==> config.mk <==
export PLATFORM = sky130hd
export DESIGN_NAME = vga_frame_reader_flat
export DESIGN_NICKNAME = d
export VERILOG_FILES = /design/src/rtl/vga_pkg.sv /design/src/rtl/vga_frame_reader_if.sv /design/src/rtl/vga_sync_delay.sv /design/src/rtl/vga_frame_reader.sv /design/src/flat_wrapper.sv
export SDC_FILE = /design/constraint.sdc
export NUM_CORES = 1
export LEC_CHECK = 0
export ABC_CLOCK_PERIOD_IN_PS = 3300
export CELL_PAD_IN_SITES_DETAIL_PLACEMENT = 0
export CELL_PAD_IN_SITES_GLOBAL_PLACEMENT = 1
export CORE_AREA = 2 2 90 92
export DETAILED_ROUTE_END_ITERATION = 8
export DIE_AREA = 0 0 92 94
export HOLD_SLACK_MARGIN = 0.15
export PLACE_DENSITY = 0.79
export SYNTH_ARGS = -nofsm -noshare
export SYNTH_HDL_FRONTEND = slang
export SYNTH_SLANG_ARGS = --single-unit
==> constraint.sdc <==
create_clock -name clk -period 3.3 [get_ports clk]
set_clock_uncertainty 0.1 [all_clocks]
set_input_delay 0.66 -clock clk [delete_from_list [all_inputs] [get_ports clk]]
set_output_delay 0.66 -clock clk [all_outputs]
set_load 0.01 [all_outputs]
==> src/rtl/vga_pkg.sv <==
// Shared definitions for the VGA pixel-source path.
//   H_ACTIVE/V_ACTIVE : visible raster size driven by the timing decoder
//   FB_W/FB_H         : frame-buffer size (half resolution, 2x upscaled)
//   BANK_SIZE         : words per frame-buffer bank, also bank 1 base address
//   rgb565_t          : frame-buffer word layout
//   swap_state_t      : buffer-swap arbiter states
package vga_pkg;

  localparam int H_ACTIVE  = 640;
  localparam int V_ACTIVE  = 480;
  localparam int FB_W      = 320;
  localparam int FB_H      = 240;
  localparam int BANK_SIZE = FB_W * FB_H;

  typedef struct packed {
    logic [4:0] r;
    logic [5:0] g;
    logic [4:0] b;
  } rgb565_t;

  typedef enum logic {
    SHOW    = 1'b0,
    PENDING = 1'b1
  } swap_state_t;

endpackage

==> src/rtl/vga_frame_reader_if.sv <==
// Frame-buffer read port plus writer swap handshake.
//   rd_en/rd_addr : read strobe and word address (reader -> memory)
//   rd_data       : RGB565 word, valid the clk after rd_en (memory -> reader)
//   swap_req      : one-clk request from the writer to flip banks
//   swap_ack      : one-clk acknowledge when the flip is applied
//   disp_bank     : bank currently being displayed
// master = frame reader, slave = memory / frame-writer side.
interface vga_frame_reader_if;

  logic        rd_en;
  logic [17:0] rd_addr;
  logic [15:0] rd_data;
  logic        swap_req;
  logic        swap_ack;
  logic        disp_bank;

  modport master (
    output rd_en, rd_addr, swap_ack, disp_bank,
    input  rd_data, swap_req
  );

  modport slave (
    input  rd_en, rd_addr, swap_ack, disp_bank,
    output rd_data, swap_req
  );

endinterface

==> src/rtl/vga_sync_delay.sv <==
// Two-stage pixel-tick-enabled delay line for {DE, h_sync, v_sync}.
//   clk, reset : system clock, async active-high reset
//   en         : pixel tick; stages only advance when high
//   d          : {DE, h_sync, v_sync} from the timing decoder
//   q_p0       : stage A copy (one tick old)
//   q_p1       : stage B copy (two ticks old), drives the outputs
// Reset value {0,1,1}: video disabled, both syncs idle (active-low).
module vga_sync_delay (
  input  logic       clk,
  input  logic       reset,
  input  logic       en,
  input  logic [2:0] d,
  output logic [2:0] q_p0,
  output logic [2:0] q_p1
);

  localparam logic [2:0] IDLE = 3'b011;

  always_ff @(posedge clk or posedge reset) begin
    if (reset) begin
      q_p0 <= IDLE;
      q_p1 <= IDLE;
    end else if (en) begin
      // stage A
      q_p0 <= d;
      // stage B
      q_p1 <= q_p0;
    end
  end

endmodule

==> src/rtl/vga_frame_reader.sv <==
// Pixel source behind the VGA timing decoder. Each pixel tick maps the
// decoder position to a 2x-upscaled address in a double-buffered 320x240
// RGB565 frame buffer, issues one read, and presents RGB444 plus sync/DE
// delayed to line up with the read. Bank swaps requested by the writer are
// deferred to the next v_sync falling edge (vertical blanking).
//   clk, reset               : system clock, async active-high reset
//   pclk                     : one-clk pixel tick enable
//   x_pixel, y_pixel, DE     : decoder position and active-video flag
//   h_sync, v_sync           : decoder syncs (active-low)
//   bus                      : frame-buffer read port and swap handshake
//   red, green, blue         : 4-bit colour outputs
//   h_sync_o, v_sync_o, DE_o : latency-matched sync and enable
module vga_frame_reader
  import vga_pkg::*;
#(
  parameter int FB_W      = vga_pkg::FB_W,
  parameter int FB_H      = vga_pkg::FB_H,
  parameter int BANK_SIZE = vga_pkg::BANK_SIZE
) (
  input  logic                  clk,
  input  logic                  reset,
  input  logic                  pclk,
  input  logic [9:0]            x_pixel,
  input  logic [9:0]            y_pixel,
  input  logic                  DE,
  input  logic                  h_sync,
  input  logic                  v_sync,
  vga_frame_reader_if.master    bus,
  output logic [3:0]            red,
  output logic [3:0]            green,
  output logic [3:0]            blue,
  output logic                  h_sync_o,
  output logic                  v_sync_o,
  output logic                  DE_o
);

  // Row offset uses (y<<8)+(y<<6) = y*320, so this block assumes FB_W=320.
  function automatic logic [17:0] fb_addr(input logic bank,
                                          input logic [9:0] x,
                                          input logic [9:0] y);
    logic [17:0] row;
    logic [17:0] base;
    row  = 18'(y >> 1);
    base = bank ? 18'(BANK_SIZE) : 18'd0;
    return base + (row << 8) + (row << 6) + 18'(x >> 1);
  endfunction

  // Keep the top nibble of each channel.
  function automatic logic [11:0] to_rgb444(input rgb565_t p);
    return {4'(p.r >> 1), 4'(p.g >> 2), 4'(p.b >> 1)};
  endfunction

  logic [2:0]  sync_p0;
  logic [2:0]  sync_p1;
  logic        de_p0;
  logic        vs_p0;
  logic        rd_vld_p0;
  logic [15:0] hold_p0;
  rgb565_t     pix_p0;
  logic [11:0] rgb_p0;

  swap_state_t state_q;
  swap_state_t state_d;
  logic        ack_d;
  logic        toggle_d;
  logic        vs_fall;

  vga_sync_delay u_sync_delay (
    .clk   (clk),
    .reset (reset),
    .en    (pclk),
    .d     ({DE, h_sync, v_sync}),
    .q_p0  (sync_p0),
    .q_p1  (sync_p1)
  );

  assign de_p0    = sync_p0[2];
  assign vs_p0    = sync_p0[0];
  assign DE_o     = sync_p1[2];
  assign h_sync_o = sync_p1[1];
  assign v_sync_o = sync_p1[0];

  // stage A: issue the frame-buffer read
  always_ff @(posedge clk or posedge reset) begin
    if (reset) begin
      bus.rd_en   <= 1'b0;
      bus.rd_addr <= '0;
    end else begin
      bus.rd_en <= pclk & DE;
      if (pclk && DE)
        bus.rd_addr <= fb_addr(bus.disp_bank, x_pixel, y_pixel);
    end
  end

  // hold stage: capture the returned word, independent of pclk
  always_ff @(posedge clk or posedge reset) begin
    if (reset) begin
      rd_vld_p0 <= 1'b0;
      hold_p0   <= '0;
    end else begin
      rd_vld_p0 <= bus.rd_en;
      if (rd_vld_p0)
        hold_p0 <= bus.rd_data;
    end
  end

  // At the fastest tick rate (every 2 clks) stage B coincides with the
  // capture edge, so take the word straight from the bus in that case.
  assign pix_p0 = rgb565_t'(rd_vld_p0 ? bus.rd_data : hold_p0);
  assign rgb_p0 = to_rgb444(pix_p0);

  // stage B: colour outputs
  always_ff @(posedge clk or posedge reset) begin
    if (reset) begin
      red   <= '0;
      green <= '0;
      blue  <= '0;
    end else if (pclk) begin
      if (de_p0) begin
        red   <= rgb_p0[11:8];
        green <= rgb_p0[7:4];
        blue  <= rgb_p0[3:0];
      end else begin
        red   <= '0;
        green <= '0;
        blue  <= '0;
      end
    end
  end

  // v_sync falling edge, judged against the value registered at the previous tick.
  assign vs_fall = pclk & vs_p0 & ~v_sync;

  always_comb begin
    state_d  = state_q;
    ack_d    = 1'b0;
    toggle_d = 1'b0;
    case (state_q)
      SHOW: begin
        // A request on the edge clk itself waits for the next frame.
        if (bus.swap_req)
          state_d = PENDING;
      end
      PENDING: begin
        if (vs_fall) begin
          state_d  = SHOW;
          ack_d    = 1'b1;
          toggle_d = 1'b1;
        end
      end
      default: state_d = SHOW;
    endcase
  end

  always_ff @(posedge clk or posedge reset) begin
    if (reset) begin
      state_q       <= SHOW;
      bus.swap_ack  <= 1'b0;
      bus.disp_bank <= 1'b0;
    end else begin
      state_q       <= state_d;
      bus.swap_ack  <= ack_d;
      bus.disp_bank <= bus.disp_bank ^ toggle_d;
    end
  end

endmodule

==> src/flat_wrapper.sv <==
// flat-port wrapper written by rule: the top's interface ports become plain ports
module vga_frame_reader_flat import vga_pkg::*;
#(
  parameter int FB_W      = vga_pkg::FB_W,
  parameter int FB_H      = vga_pkg::FB_H,
  parameter int BANK_SIZE = vga_pkg::BANK_SIZE
)
  (clk, reset, pclk, x_pixel, y_pixel, DE, h_sync, v_sync, red, green, blue, h_sync_o, v_sync_o, DE_o, bus_rd_en, bus_rd_addr, bus_swap_ack, bus_disp_bank, bus_rd_data, bus_swap_req);
  vga_frame_reader_if bus_i ();
  input  logic clk;
  input  logic reset;
  input  logic pclk;
  input  logic [9:0] x_pixel;
  input  logic [9:0] y_pixel;
  input  logic DE;
  input  logic h_sync;
  input  logic v_sync;
  output logic [3:0] red;
  output logic [3:0] green;
  output logic [3:0] blue;
  output logic h_sync_o;
  output logic v_sync_o;
  output logic DE_o;
  output wire logic [$bits(bus_i.rd_en)-1:0] bus_rd_en;
  output wire logic [$bits(bus_i.rd_addr)-1:0] bus_rd_addr;
  output wire logic [$bits(bus_i.swap_ack)-1:0] bus_swap_ack;
  output wire logic [$bits(bus_i.disp_bank)-1:0] bus_disp_bank;
  input wire logic [$bits(bus_i.rd_data)-1:0] bus_rd_data;
  input wire logic [$bits(bus_i.swap_req)-1:0] bus_swap_req;
  assign bus_rd_en = bus_i.rd_en;
  assign bus_rd_addr = bus_i.rd_addr;
  assign bus_swap_ack = bus_i.swap_ack;
  assign bus_disp_bank = bus_i.disp_bank;
  assign bus_i.rd_data = bus_rd_data;
  assign bus_i.swap_req = bus_swap_req;
  vga_frame_reader #(.FB_W(FB_W), .FB_H(FB_H), .BANK_SIZE(BANK_SIZE)) u_core (.clk(clk), .reset(reset), .pclk(pclk), .x_pixel(x_pixel), .y_pixel(y_pixel), .DE(DE), .h_sync(h_sync), .v_sync(v_sync), .bus(bus_i), .red(red), .green(green), .blue(blue), .h_sync_o(h_sync_o), .v_sync_o(v_sync_o), .DE_o(DE_o));
endmodule
## After elaboration in Yosys (flattened, before gate mapping)

Cells that the tools add are included.

| storage, ports and cells | value |
|---|---|
| output and inout port bits | 36 |
| register bits | 57 |

| operators by class | value |
|---|---|
| bitwise gates (word level) | 6 |
| reduce and logical (&&, ||, !) cells | 1 |
| $add $sub $neg | 3 |
| muxes and demuxes | 10 |

Operators by type and width:

| cell | count |
|---|---|
| $add 18x15->18 | 1 |
| $add 18x17->18 | 1 |
| $add 18x9->18 | 1 |
| $mux 17 | 1 |
| $mux 16 | 1 |
| $mux 4 | 3 |
| $mux 1 | 4 |
| $and 1x1->1 | 3 |
| $not 1->1 | 2 |
| $pmux 1 s2 | 1 |
| $logic_and 1x1->1 | 1 |
| $xor 1x1->1 | 1 |

## Logic depth before layout (Yosys ltp)

| logic depth | value |
|---|---|
| depth after elaboration | 5 |
| depth in mapped cells | 9 |
| mapped depth without buffers | 8 |

## Modules after synthesis

Synthesis repeated with hierarchy kept, for this count alone.

| second synthesis, totals | value |
|---|---|
| cell total of the unflattened synthesis | 249 |
| area total of the unflattened synthesis | 2645.0 µm² |

By module, submodules not included:

| module | area each (µm²) | instances | cells an instance |
|---|---|---|---|
| vga_frame_reader | 2384.8 | 1 | 235 |
| vga_sync_delay | 260.2 | 1 | 14 |

## Worst setup path after synthesis

No wires, ideal clock.

| timing path | value |
|---|---|
| path type | in2reg |
| from | in y_pixel[3] |
| to | reg u_core.bus.rd_addr[12] |
| buffers on the path | 0 |
| stages on the path | 8 |
| path slack | 0.707 ns |
| required time | 3.069 ns |
| arrival | 2.362 ns |
| cell sequence | inv_1 fa_1 inv_1 ha_1 a21o_1 a221oi_2 xor2_1 o21ai_1 |

| between the ends | value |
|---|---|
| word-level cells in the longest chain between the ends | 3 |

RTL lines:

| what | RTL line | RTL |
|---|---|---|
| start: declaration | flat_wrapper.sv:14 | `input logic [9:0] y_pixel;` |
| $add 18x17->18 | vga_frame_reader.sv:45 | `return base + (row << 8) + (row << 6) + 18'(x >> 1);` |
| $add 18x15->18 * | vga_frame_reader.sv:45 |  |
| $add 18x9->18 * | vga_frame_reader.sv:45 |  |
| end signal: assignment | vga_frame_reader.sv:91 | `bus.rd_addr <= fb_addr(bus.disp_bank, x_pixel, y_pixel);` |
| end: declaration | vga_frame_reader_if.sv:18 | `output rd_en, rd_addr, swap_ack, disp_bank,` |

Mark *: on every way between the ends. The rest lies on a longest branch, timed or not.
A chain may end at the register's enable or synchronous reset.

## Worst setup path in the final report

| timing path | value |
|---|---|
| from | in y_pixel[3] |
| to | reg u_core.bus.rd_addr[16] |

Same word-level chain as after synthesis.

==> impl_results.html <==
<table>
<tr><th>Metric</th><th>Value</th></tr>
<tr><th colspan="2">Logic synthesis</th></tr>
<tr><td>Yosys synthesis warning count</td><td>0</td></tr>
<tr><td>Biggest area contributors in the synthesized netlist</td><td>dfrtp_1 (47%), mux2_2 (7.3%), ha_1 (7.2%)</td></tr>
<tr><td>Main synth FF type</td><td>dfrtp_1</td></tr>
<tr><td>Cell type with the highest aggregate area in the netlist</td><td>dfrtp_1</td></tr>
<tr><td>Flip-flop and latch count after synthesis</td><td>between 50 and 60</td></tr>
<tr><td>Post-synthesis cell type count</td><td>35</td></tr>
<tr><td>EDFF count, synth</td><td>0</td></tr>
<tr><td>Avg Synthesized Cell Area</td><td>between 10 and 15 µm²</td></tr>
<tr><td>Cells after Synth</td><td>~250</td></tr>
<tr><td>Sequential share of the synthesized area</td><td>about half</td></tr>
<tr><td>Post-Syn Nets</td><td>311</td></tr>
<tr><td>Netlist Area Pre-Place</td><td>~0.0026 mm²</td></tr>
<tr><td>Async set-or-reset flop fraction in the synthesized netlist</td><td>100%</td></tr>
<tr><td>Share of the synthesized area in the top cell type</td><td>47.0%</td></tr>
<tr><th colspan="2">Power</th></tr>
<tr><td>Net load switching power</td><td>0.677 mW</td></tr>
<tr><td>Clock group share of total power</td><td>between 10% and 20%</td></tr>
<tr><td>Combinational power share</td><td>roughly 41%</td></tr>
<tr><td>Power Density</td><td>roughly 570 mW/mm²</td></tr>
<tr><td>Pint</td><td>between 1 and 1.5 mW</td></tr>
<tr><td>LEAKAGE</td><td>between 1.5 and 2 nW</td></tr>
<tr><td>Fraction of power spent switching nets</td><td>between 30 and 40%</td></tr>
<tr><td>PnR Total Power</td><td>between 2 and 2.5 mW</td></tr>
<tr><td>Largest vdd supply drop</td><td>~0.32 mV</td></tr>
<tr><td>Reg power frac</td><td>41.4%</td></tr>
<tr><th colspan="2">Placement</th></tr>
<tr><td>HPWL reported at the end of detailed placement</td><td>slightly above 4000 µm</td></tr>
<tr><td>Count of input and output buffers</td><td>72</td></tr>
<tr><td>Placer Congestion</td><td>0.720</td></tr>
<tr><th colspan="2">Global routing</th></tr>
<tr><td>Busiest layer in global routing</td><td>met2</td></tr>
<tr><td>Pin count of the biggest net entering global routing</td><td>32</td></tr>
<tr><td>Initial antenna violation count</td><td>0</td></tr>
<tr><td>Met2 track demand over resource</td><td>a little under a quarter</td></tr>
<tr><td>Total Routing Usage GR</td><td>13.4%</td></tr>
<tr><td>Fraction of met1 tracks used by global routing</td><td>17.1%</td></tr>
<tr><td>Global-route wire length before repair</td><td>just over 9000 µm</td></tr>
<tr><td>Routing usage on met3</td><td>2.73%</td></tr>
<tr><td>Global route overflow</td><td>0</td></tr>
<tr><td>Number of global-route vias before repair</td><td>about 2.0k</td></tr>
<tr><th colspan="2">STA</th></tr>
<tr><td>Setup repair after global routing missed its margin</td><td>no</td></tr>
<tr><td>Number of setup violations in the final report</td><td>0</td></tr>
<tr><td>Worst slew margin</td><td>roughly three fifths</td></tr>
<tr><td>Final cycle utilization of the critical path</td><td>87.9%</td></tr>
<tr><td>Measured slew at the worst slew-check pin</td><td>about 0.57 ns</td></tr>
<tr><td>Top achievable clock speed</td><td>0.345 GHz</td></tr>
<tr><td>Max-slew violation count</td><td>0</td></tr>
<tr><td>Final count of hold timing violations</td><td>0</td></tr>
<tr><td>Shortest period the worst path allows</td><td>roughly 2.9 ns</td></tr>
<tr><td>Setup TNS</td><td>0 ns</td></tr>
<tr><th colspan="2">Critical path</th></tr>
<tr><td>WP data arrival</td><td>a little over 3 ns</td></tr>
<tr><td>Critical-path cell list</td><td>clkdlybuf4s50_1, inv_1, fa_1, inv_1, ha_1, and3_1, a221oi_2, buf_4, or4_1, nand3_1</td></tr>
<tr><td>Critical path class</td><td>input pin to register</td></tr>
<tr><td>Crit-path max FO</td><td>5</td></tr>
<tr><td>Stage delay of the slowest cell on the critical path</td><td>0.50 ns</td></tr>
<tr><td>Master of the slowest instance on the critical path</td><td>fa_1</td></tr>
<tr><td>Crit end category</td><td>register</td></tr>
<tr><td>Type of origin of the critical path</td><td>input pin</td></tr>
<tr><td>Required time reported for the critical path endpoint</td><td>roughly 3.5 ns</td></tr>
<tr><td>Most frequent CP cell</td><td>inv_1</td></tr>
<tr><th colspan="2">CTS</th></tr>
<tr><td>Maximum count of clock buffers along a single path</td><td>2</td></tr>
<tr><td>Clock Sinks</td><td>53</td></tr>
<tr><td>Number of buffers created by CTS</td><td>5</td></tr>
<tr><td>TritonCTS clock tree</td><td>done</td></tr>
<tr><td>Number of buffers added to fix hold violations after cts</td><td>0</td></tr>
<tr><td>Number of setup buffers added after CTS</td><td>0</td></tr>
<tr><td>H-Tree Depth</td><td>2</td></tr>
<tr><td>Number of instances resized during post-cts repair</td><td>0</td></tr>
<tr><td>Later-pin clock latency in the skew report</td><td>slightly above 0.3 ns</td></tr>
<tr><td>Root buffer cell</td><td>clkbuf_8</td></tr>
<tr><td>Clock slew at the register clock pins of the worst setup and hold paths</td><td>around 0.090 ns</td></tr>
<tr><th colspan="2">Layout</th></tr>
<tr><td>Area grow syn2layout</td><td>35.9%</td></tr>
<tr><td>Share of layout cells above drive strength 1</td><td>around 11%</td></tr>
<tr><td>Final net count</td><td>about 390</td></tr>
<tr><td>Number of diodes added for antenna fixing</td><td>0</td></tr>
<tr><th colspan="2">Floorplanning</th></tr>
<tr><td>Area of the die</td><td>just under 0.009 mm²</td></tr>
<tr><td>Effective utilization at floorplan</td><td>about a third</td></tr>
<tr><td>Number of ports placed on the die boundary</td><td>79</td></tr>
<tr><td>Num rows</td><td>32</td></tr>
<tr><td>Die X</td><td>a little over 90 µm</td></tr>
<tr><td>Core footprint</td><td>between 0.007 and 0.008 mm²</td></tr>
<tr><td>Overall die height</td><td>between 90 and 100 µm</td></tr>
<tr><th colspan="2">Routing</th></tr>
<tr><td>Aggregate routed wire length</td><td>approximately 5400 µm</td></tr>
<tr><td>Post-route ant nets</td><td>0</td></tr>
<tr><td>DR iter-0 viols</td><td>41</td></tr>
<tr><td>DRC violation count after routing</td><td>0</td></tr>
<tr><td>Length of the first detailed-routing pass in iterations</td><td>4</td></tr>
<tr><td>Drt wl/cell</td><td>about 13 µm</td></tr>
<tr><td>Total via count after detailed routing</td><td>about 2k</td></tr>
<tr><td>Vias per cell</td><td>around 4.7</td></tr>
<tr><th colspan="2">Worst hold path</th></tr>
<tr><td>Worst hold-check path type</td><td>register to register</td></tr>
<tr><th colspan="2">Job</th></tr>
<tr><td>Maximum capacitance violations</td><td>0</td></tr>
<tr><th colspan="2">Status</th></tr>
<tr><td>Status</td><td>finished, final reports clean</td></tr>
</table>
layer usage:
layer  part of all wire (%)  vias to the layer above
met1                     47                      948
met4                    1.6                        0
li1                       -                      982
met3                    4.7                        8
met2                     47                       53
met5                      0                        -
synthesized netlist by cell type, types with 3 or more instances:
cell / instances
nand3_1: 18
inv_1: 29
buf_1: 4
dfstp_2: 4
mux2_2: 17
nand2_1: 41
clkbuf_1: 3
dfrtp_1: 49
a21oi_1: 7
ha_1: 15
o21ai_0: 17
fa_1: 5
nand4_1: 4
a21o_1: 3
xnor2_1: 3
cell type report:
| cell class | instances | area [µm²] |
|---|---|---|
| clock buffer | 6 | 72.6 |
| multi-input combinational | 155 | 1110 |
| tap | 102 | 128 |
| timing repair buffer | 78 | 778 |
| clock inverter | 2 | 15.0 |
| fill | 758 | 4070 |
| sequential | 53 | 1330 |
| inverter | 29 | 109 |
final timing paths:
kind / start / to / slack, ns / cells past startpoint
min reg2reg: u_core.bus.rd_en / u_core.rd_vld_p0 / 0.28 / 0
max: y_pixel[3] / u_core.bus.rd_addr[16] / 0.40 / 10
min: u_core.bus.rd_en / u_core.rd_vld_p0 / 0.28 / 0
max reg2reg: u_core.bus.disp_bank / u_core.bus.rd_addr[16] / 0.75 / 8
max in group asynchronous: reset / u_core.u_sync_delay.q_p0[1] / 1.84 / 3
min in group asynchronous: reset / u_core.hold_p0[1] / 0.63 / 2
state kept, by name, summed over array words and instances, names as in the netlist:
name,cells
u_core.red,4
u_core.blue,4
u_core.u_sync_delay.q_p0,3
u_core.state_q,1
u_core.bus.rd_en,1
u_core.u_sync_delay.q_p1,3
u_core.bus.rd_addr,18
u_core.green,4
u_core.bus.swap_ack,1
u_core.hold_p0,12
u_core.bus.disp_bank,1
u_core.rd_vld_p0,1
power by group through the flow:
stage / Clock [mW] / Combinational, mW / Sequential, mW
after global routing: 0.411 / 0.933 / 0.860
after detailed placement: 0 / 0.837 / 0.857
after floorplan: 0 / 0.421 / 0.896
after global placement: 0 / 0.828 / 0.854
final: 0.364 / 0.827 / 0.842
after CTS: 0.378 / 0.840 / 0.845
cells by family after synthesis:
group                    Yosys count  share of synthesized area, %
AO/OA/AOI/OAI                     41                          10.1
XOR/XNOR                           5                          1.68
adder cells (fa/ha/maj)           20                          11.0
buffers and inverters             40                          6.38
flip-flops                        53                          51.1
multiplexers                      17                          7.35
AND/OR/NAND/NOR                   72                          12.4
layout by cell type (no fill, tap or decap), drive strengths merged, types with 3 or more instances in the layout:
cell type | synthesis | layout
a21oi | 7 | 7
fa | 5 | 5
buf | 8 | 6
a21o | 3 | 3
nand4 | 4 | 4
nand2 | 41 | 41
dfstp | 4 | 4
clkbuf | 3 | 6
o21ai | 18 | 18
ha | 15 | 15
nand3 | 18 | 18
clkdlybuf4s50 | 0 | 72
inv | 29 | 29
mux2 | 17 | 17
dfrtp | 49 | 49
xnor2 | 3 | 3
per-stage QoR:
stage               area, µm²  std cells  hold WS [ns]  setup slack, ns  util, %
floorplan                2610        248         0.316            0.707        -
finish                   3540        425         0.279            0.400     46.6
global route             3540        425         0.300            0.282     46.6
detailed placement       3450        417         0.261           0.0726     45.4
CTS                      3540        425         0.283            0.398     46.6
global placement         3450        417         0.257            0.112     45.4
worst max-delay path, delay by kind of cell:
family	cells	cell delay (ns)
AOI/OAI and AO/OA	1	0.06
and+or+nand+nor	3	0.76
adders and majority gates	2	0.85
buffers and inverters	4	0.72
Power figures use the tool's default switching activity.
